`src/rtl/outbox_pkg.sv`:
```
// outbox_pkg: shared HRM datapath width, R-mux select encodings and the outbox debug macro
`define OUTBOX_DEBUG(v) $display("%t DEBUG OUTBOX=%h", $time, v)
package outbox_pkg;
  localparam int DATA_W = 8;
  typedef enum logic [1:0] {
    RSEL_HOLD  = 2'd0,
    RSEL_INBOX = 2'd1,
    RSEL_ALU   = 2'd2,
    RSEL_MEM   = 2'd3
  } rsel_e;
endpackage

```
`src/rtl/fifo_mem.sv`:
```
// fifo_mem: simple dual-port array, synchronous write, asynchronous read
module fifo_mem #(
  parameter int DATA_W = 8,
  parameter int DEPTH_LOG2 = 3
) (
  input  logic                  clk,
  input  logic                  we,
  input  logic [DEPTH_LOG2-1:0] waddr,
  input  logic [DATA_W-1:0]     wdata,
  input  logic [DEPTH_LOG2-1:0] raddr,
  output logic [DATA_W-1:0]     rdata
);
  logic [DATA_W-1:0] mem [2**DEPTH_LOG2];
  always_ff @(posedge clk)
    if (we) mem[waddr] <= wdata;
  assign rdata = mem[raddr];
endmodule

```
`src/rtl/outbox.sv`:
```
// outbox: output FIFO fed from register R, drained via valid/ready, with sticky overflow
module outbox
  import outbox_pkg::*;
#(
  parameter int DEPTH_LOG2 = 3
) (
  input  logic                  clk,
  input  logic                  rst,
  input  logic [DATA_W-1:0]     iR,
  input  logic                  wO,
  output logic                  oFull,
  output logic                  oEmpty,
  output logic [DATA_W-1:0]     oData,
  output logic                  oValid,
  input  logic                  iRd,
  output logic [DEPTH_LOG2:0]   oCount,
  output logic                  oOverflow
);
  localparam int CW = DEPTH_LOG2 + 1;
  logic [DEPTH_LOG2-1:0] wp, rp;
  logic [CW-1:0] cnt;
  logic ovf, push, pop;
  assign oFull = cnt == CW'(1 << DEPTH_LOG2);
  assign oEmpty = cnt == '0;
  assign oValid = !oEmpty;
  assign oCount = cnt;
  assign oOverflow = ovf;
  assign pop = oValid && iRd;
  // a pop frees the head slot in the same edge, so a full buffer can still accept
  assign push = wO && (!oFull || pop);
  fifo_mem #(.DATA_W(DATA_W), .DEPTH_LOG2(DEPTH_LOG2)) u_mem (
    .clk(clk),
    .we(push && !rst),
    .waddr(wp),
    .wdata(iR),
    .raddr(rp),
    .rdata(oData)
  );
  always_ff @(posedge clk)
    if (rst) begin
      wp <= '0;
      rp <= '0;
      cnt <= '0;
      ovf <= 1'b0;
    end else begin
      wp <= push ? wp + DEPTH_LOG2'(1) : wp;
      rp <= pop ? rp + DEPTH_LOG2'(1) : rp;
      cnt <= (push && !pop) ? cnt + CW'(1) : (pop && !push) ? cnt - CW'(1) : cnt;
      ovf <= ovf || (wO && !push);
    end
`ifndef SYNTHESIS
  always @(posedge clk)
    if (!rst && push) `OUTBOX_DEBUG(iR);
`endif
endmodule

```
`config.mk`:
```
export PLATFORM = sky130hd
export DESIGN_NAME = outbox
export DESIGN_NICKNAME = d
export VERILOG_FILES = /design/src/rtl/outbox_pkg.sv /design/src/rtl/fifo_mem.sv /design/src/rtl/outbox.sv
export SDC_FILE = /design/constraint.sdc
export NUM_CORES = 1
export LEC_CHECK = 0
export CAP_MARGIN = 20
export CORE_MARGIN = 3
export CORE_UTILIZATION = 61
export DETAILED_ROUTE_END_ITERATION = 7
export GPL_TIMING_DRIVEN = 0
export PLACE_DENSITY = 0.84
export SLEW_MARGIN = 20
export SYNTH_ARGS = -nofsm -noshare
export SYNTH_HDL_FRONTEND = slang
export SYNTH_SLANG_ARGS = --single-unit
```
`constraint.sdc`:
```
create_clock -name clk -period 6.8 [get_ports clk]
set_input_delay 2.04 -clock clk [delete_from_list [all_inputs] [get_ports clk]]
set_output_delay 2.04 -clock clk [all_outputs]
set_load 0.01 [all_outputs]
```
Word level (Yosys, flattened, before mapping)
Memories as Yosys holds them, arrays and structs flattened. A register that Yosys moved wholly into a read port is not among the register bits.
Cells that the tools add are included.
{ "classes": {"addsub": 4, "n_eq_ne": 1, "muxes": 6, "reduce_logical": 15} }
{ "ops": {"columns": ["cell", "count"], "rows": [
  ["$mux W4", 2],
  ["$add A3 B1 Y3 const B", 2],
  ["$logic_and A1 B1 Y1", 6],
  ["$mux W3", 2],
  ["$logic_not A1 Y1", 5],
  ["$add A4 B1 Y4 const B", 1],
  ["$eq A4 B4 Y1 const B", 1],
  ["$logic_not A4 Y1", 1],
  ["$sub A4 B1 Y4 const B", 1],
  ["$logic_or A1 B1 Y1", 2],
  ["$mux W1", 2],
  ["$reduce_bool A2 Y1", 1]
]} }
{ "word_totals": {"regBits": 11, "mem_bits_rw": 64, "in_bits": 12, "elab_cells": 31, "n_memories": 1} }
{ "memory_table": {"columns": ["memory", "words", "width", "rd", "rd_clocked_by_memory_dff", "write_ports", "line_no", "rtl"], "rows": [
  ["u_mem.mem", 8, 8, 1, 1, 1, "fifo_mem.sv:13", "logic [DATA_W-1:0] mem [2**DEPTH_LOG2];"]
]} }

Depth between registers and ports, before layout
{ "logic_depth": {"depth_word": 9, "ltp_mapped": 10} }

Cells and area by module
Synthesis repeated with hierarchy kept, for this count alone.
{ "hier_totals": {"cells_unflattened": 169, "area_unflattened_um2": 3106.7} }
{ "by_module_without_submodules": {"columns": ["module", "n_inst", "cells_each", "area_per_inst_um2", "seq_area_each_um2"], "rows": [
  ["fifo_mem", 1, 106, 2531.2, 1921.8],
  ["outbox", 1, 63, 575.6, 220.2]
]} }

Worst setup path before layout
Ideal clock, no wire load.
{ "synth_timing": {"kind": "input port to flip-flop", "startpoint": "input iRd", "endpoint": "register cnt[3] (netlist: oCount[3])", "arrival_time_ns": 3.598, "required_time_ns": 6.679, "path_slack_ns": 3.081, "cell_stages": 9, "n_path_buf": 0, "cell_sequence": "o21ai_4 -> inv_2 -> ha_1 -> inv_1 -> ha_1 -> a21oi_1 -> a211oi_1 -> a31oi_1 -> mux2_2"} }
{ "synth_between": {"elab_chain_len": 6, "elab_cells_between_ends": 9} }
{ "synth_rtl": {"columns": ["element", "line_no", "rtl"], "rows": [
  ["start, declared", "outbox.sv:15", "input logic iRd,"],
  ["$logic_and A1 B1 Y1 (*)", "outbox.sv:28", "assign pop = oValid && iRd;"],
  ["$logic_or A1 B1 Y1", "outbox.sv:30", "assign push = wO && (!oFull || pop);"],
  ["$logic_and A1 B1 Y1", "outbox.sv:30", null],
  ["$logic_not A1 Y1", "outbox.sv:48", "cnt <= (push && !pop) ? cnt + CW'(1) : (pop && !push) ? cnt - CW'(1) : cnt;"],
  ["$logic_and A1 B1 Y1", "outbox.sv:48", null],
  ["$reduce_bool A2 Y1 (no line)", null, null],
  ["end signal, assigned", "outbox.sv:48", null],
  ["end, declared", "outbox.sv:21", "logic [CW-1:0] cnt;"]
]} }
Every way passes the cells marked *; elsewhere a longest branch is shown, timed or not.
A chain may end at the register's enable or synchronous reset.

==> out/results.txt <==
DP HPWL = 3.98 mm
Num CTS Buffers = 9
Max VDD drop = 0.220 mV
Routability cong. = 0.752
Critical path, cell by cell = clkbuf_1 -> buf_2 -> mux4_1 -> mux2_2 -> clkdlybuf4s50_1
Startpoint types = register
Slew Viols, Final = 0
CTS tree = done
Die Area = 6110 um^2
Setup_tns = 0 ns
Post-CTS setup buffer count = 0
Final WS setup = 2.26 ns
Clock insertion delay at the later pin of the skew report = 0.34 ns
Relative slew slack = 0.428
Asr flop ratio synth = 0
Final Cycle Share = 0.667
Top cells by instance count after synthesis = 64 x edfxtp_1, 16 x mux4_1, 15 x nor2_1, 14 x dfxtp_1, 9 x mux2_2
TritonCTS Sinks = 78
Antenna Violating Nets Remaining = 0
Port bufs = 27
Row count = 25
Slew @ Worst Pin = 0.853 ns
RSZ-0062 raised after global routing = no
CP max-delay cell = clkdlybuf4s50_1
Crit-path max cell delay = 0.50 ns
I/O pin cnt = 28
Req. time, crit path = 4.76 ns
FF+latch count, synth = 78
Endpoints failing hold = 0
Synth unique cells = 34
Leakage = 1.28 nW
Clock Path Buffers = 2
Die Ht = 78.2 um
Hold Path Class = reg -> reg
Sequential Area = 2200 um^2
Vias = 1648
WP data arrival = 2.50 ns
Post-CTS Hold Buffers = 0
Core ar. = 4880 um^2
Number of vias per cell = 5.76
GR Util All Layers = 0.207
Fraction of layout cells with a size suffix above 1 = 0.187
Post-layout minimum cycle time = 4.54 ns
WHS = 0.503 ns
Post-CTS sizing = 0
Synth Instances = 173
Max cap viols = 0
Max Freq = 0.220 GHz
Pre-antenna DRT Iters = 4
DRC viols = 0
Nets = 232
Kind of critical path = reg -> out
Synth area leaders = edfxtp_1 60%, mux4_1 13%, dfxtp_1 8.8%, mux2_2 3.2%, ha_1 2.0%
H-tree levels = 3
Pwr dens = 337 nW/um^2
Fin util = 0.775
Antenna violations before repair = 0
Overall routed net length = 5.61 mm
Area grow syn2layout = 19.0%
DIE WIDTH = 78.2 um
Clock Skew = 0.00727 ns
Pin count of the biggest net entering global routing = 14
Post-synth top area cell = edfxtp_1
Mapped Nets = 191
Routed len/inst = 19.6 um
Root Driver = clkbuf_8
Layout fillers = 289
Multi-input logic area = 937 um^2
Aggregate global routing overflow = 0
Synth Flop Type = edfxtp_1
Critical Path Fanout Max = 10
Global-route wire length before repair = 9.03 mm
# setup viols final = 0
Clock Pin Slew Worst Setup and Hold Paths = 0.08 ns
Most common cell in the netlist = edfxtp_1
Mapped Area = 3180 um^2
Critical Path End Type = primary output
Place WS = 2.22 ns
1st-iter DRT viols = 119
Post-synth EDFFs = 64
Ys Warns = 0
Sequential fraction of the synthesis area = 0.693
Status = complete, no violations
Syn_area_per_cell = 18.4 um^2
ANT cells = 0
Post-synth top area share = 0.605
Initial Util = 0.651
Vias in the first global route = 1761
-- flip-flops by register name, indices dropped and copies added, names as in the netlist, named ones only --
register / cells
u_mem.mem: 64
rp: 3
oCount: 4
oOverflow: 1
wp: 3
-- critical path: cells and delay by family (launching register included) --
| family | cells | cell delay, ns |
|---|---|---|
| mux | 2 | 0.60 |
| flops | 1 | 0.31 |
| buf+inv | 3 | 1.23 |
-- layout make-up --
type	count	share of cell area
inverters	4	0.00397
clock inverters	6	0.0162
plain buffers	8	0.0149
clock buffers	10	0.0364
repair buffers	30	0.0761
flip-flops and latches	78	0.582
well taps	67	0.0222
multi-input cells	83	0.248
-- path summary, 6_finish.rpt --
path | cells after the start | slack, ns | endpoint | from
setup reg to reg | 10 | 3.86 | oCount[3] | oCount[1]
hold reg to reg | 2 | 0.50 | register | rp[1]
hold / removal | 2 | 0.50 | register | rp[1]
setup / recovery | 5 | 2.26 | oData[0] | register
-- per-layer routing --
| metal | wire length (um) | share of wire | up-vias | track usage |
|---|---|---|---|---|
| li1 | - | - | 771 | - |
| met1 | 2360 | 0.42 | 835 | 0.255 |
| met2 | 2970 | 0.53 | 33 | 0.352 |
| met3 | 186 | 0.033 | 9 | 0.0459 |
| met4 | 99 | 0.018 | 0 | 0.0909 |
| met5 | 0 | 0 | - | 0 |
-- report_power, final --
| group | internal, mW | switching (mW) |
|---|---|---|
| clock | 0.177 | 0.159 |
| combinational | 0.210 | 0.160 |
| sequential | 0.545 | 0.0229 |
| total | 0.932 | 0.342 |
-- logic make-up after synthesis --
family	count (synthesis)	share of synthesized area
flops	78	0.693
buf+inv	12	0.0224
mux	26	0.167
xor+xnor	5	0.0138
simple gates	36	0.0559
fa+ha+maj	6	0.0260
compound gates	10	0.0213
-- per-stage QoR --
stage	cells	cell area, um^2	total power, mW
2_1_floorplan	173	3180	0.808
3_3_place_gp	267	3530	0.929
3_5_place_dp	270	3580	0.952
4_1_cts	286	3780	1.28
5_1_grt	286	3780	1.33
6_report	286	3780	1.27
-- layout by cell type (no fill, tap or decap), types with 2 or more instances in the layout --
cell / n
mux2_2: 9
nor3_2: 3
clkinvlp_4: 3
buf_2: 4
nor2_1: 15
edfxtp_1: 64
clkdlybuf4s50_1: 27
nand3_1: 3
dfxtp_1: 14
inv_1: 3
clkbuf_8: 10
nand2_1: 6
clkbuf_1: 3
a21oi_1: 5
mux4_1: 16
xor2_1: 4
nor4_2: 2
ha_1: 5
No activity file was read; power rests on OpenSTA's default activity.
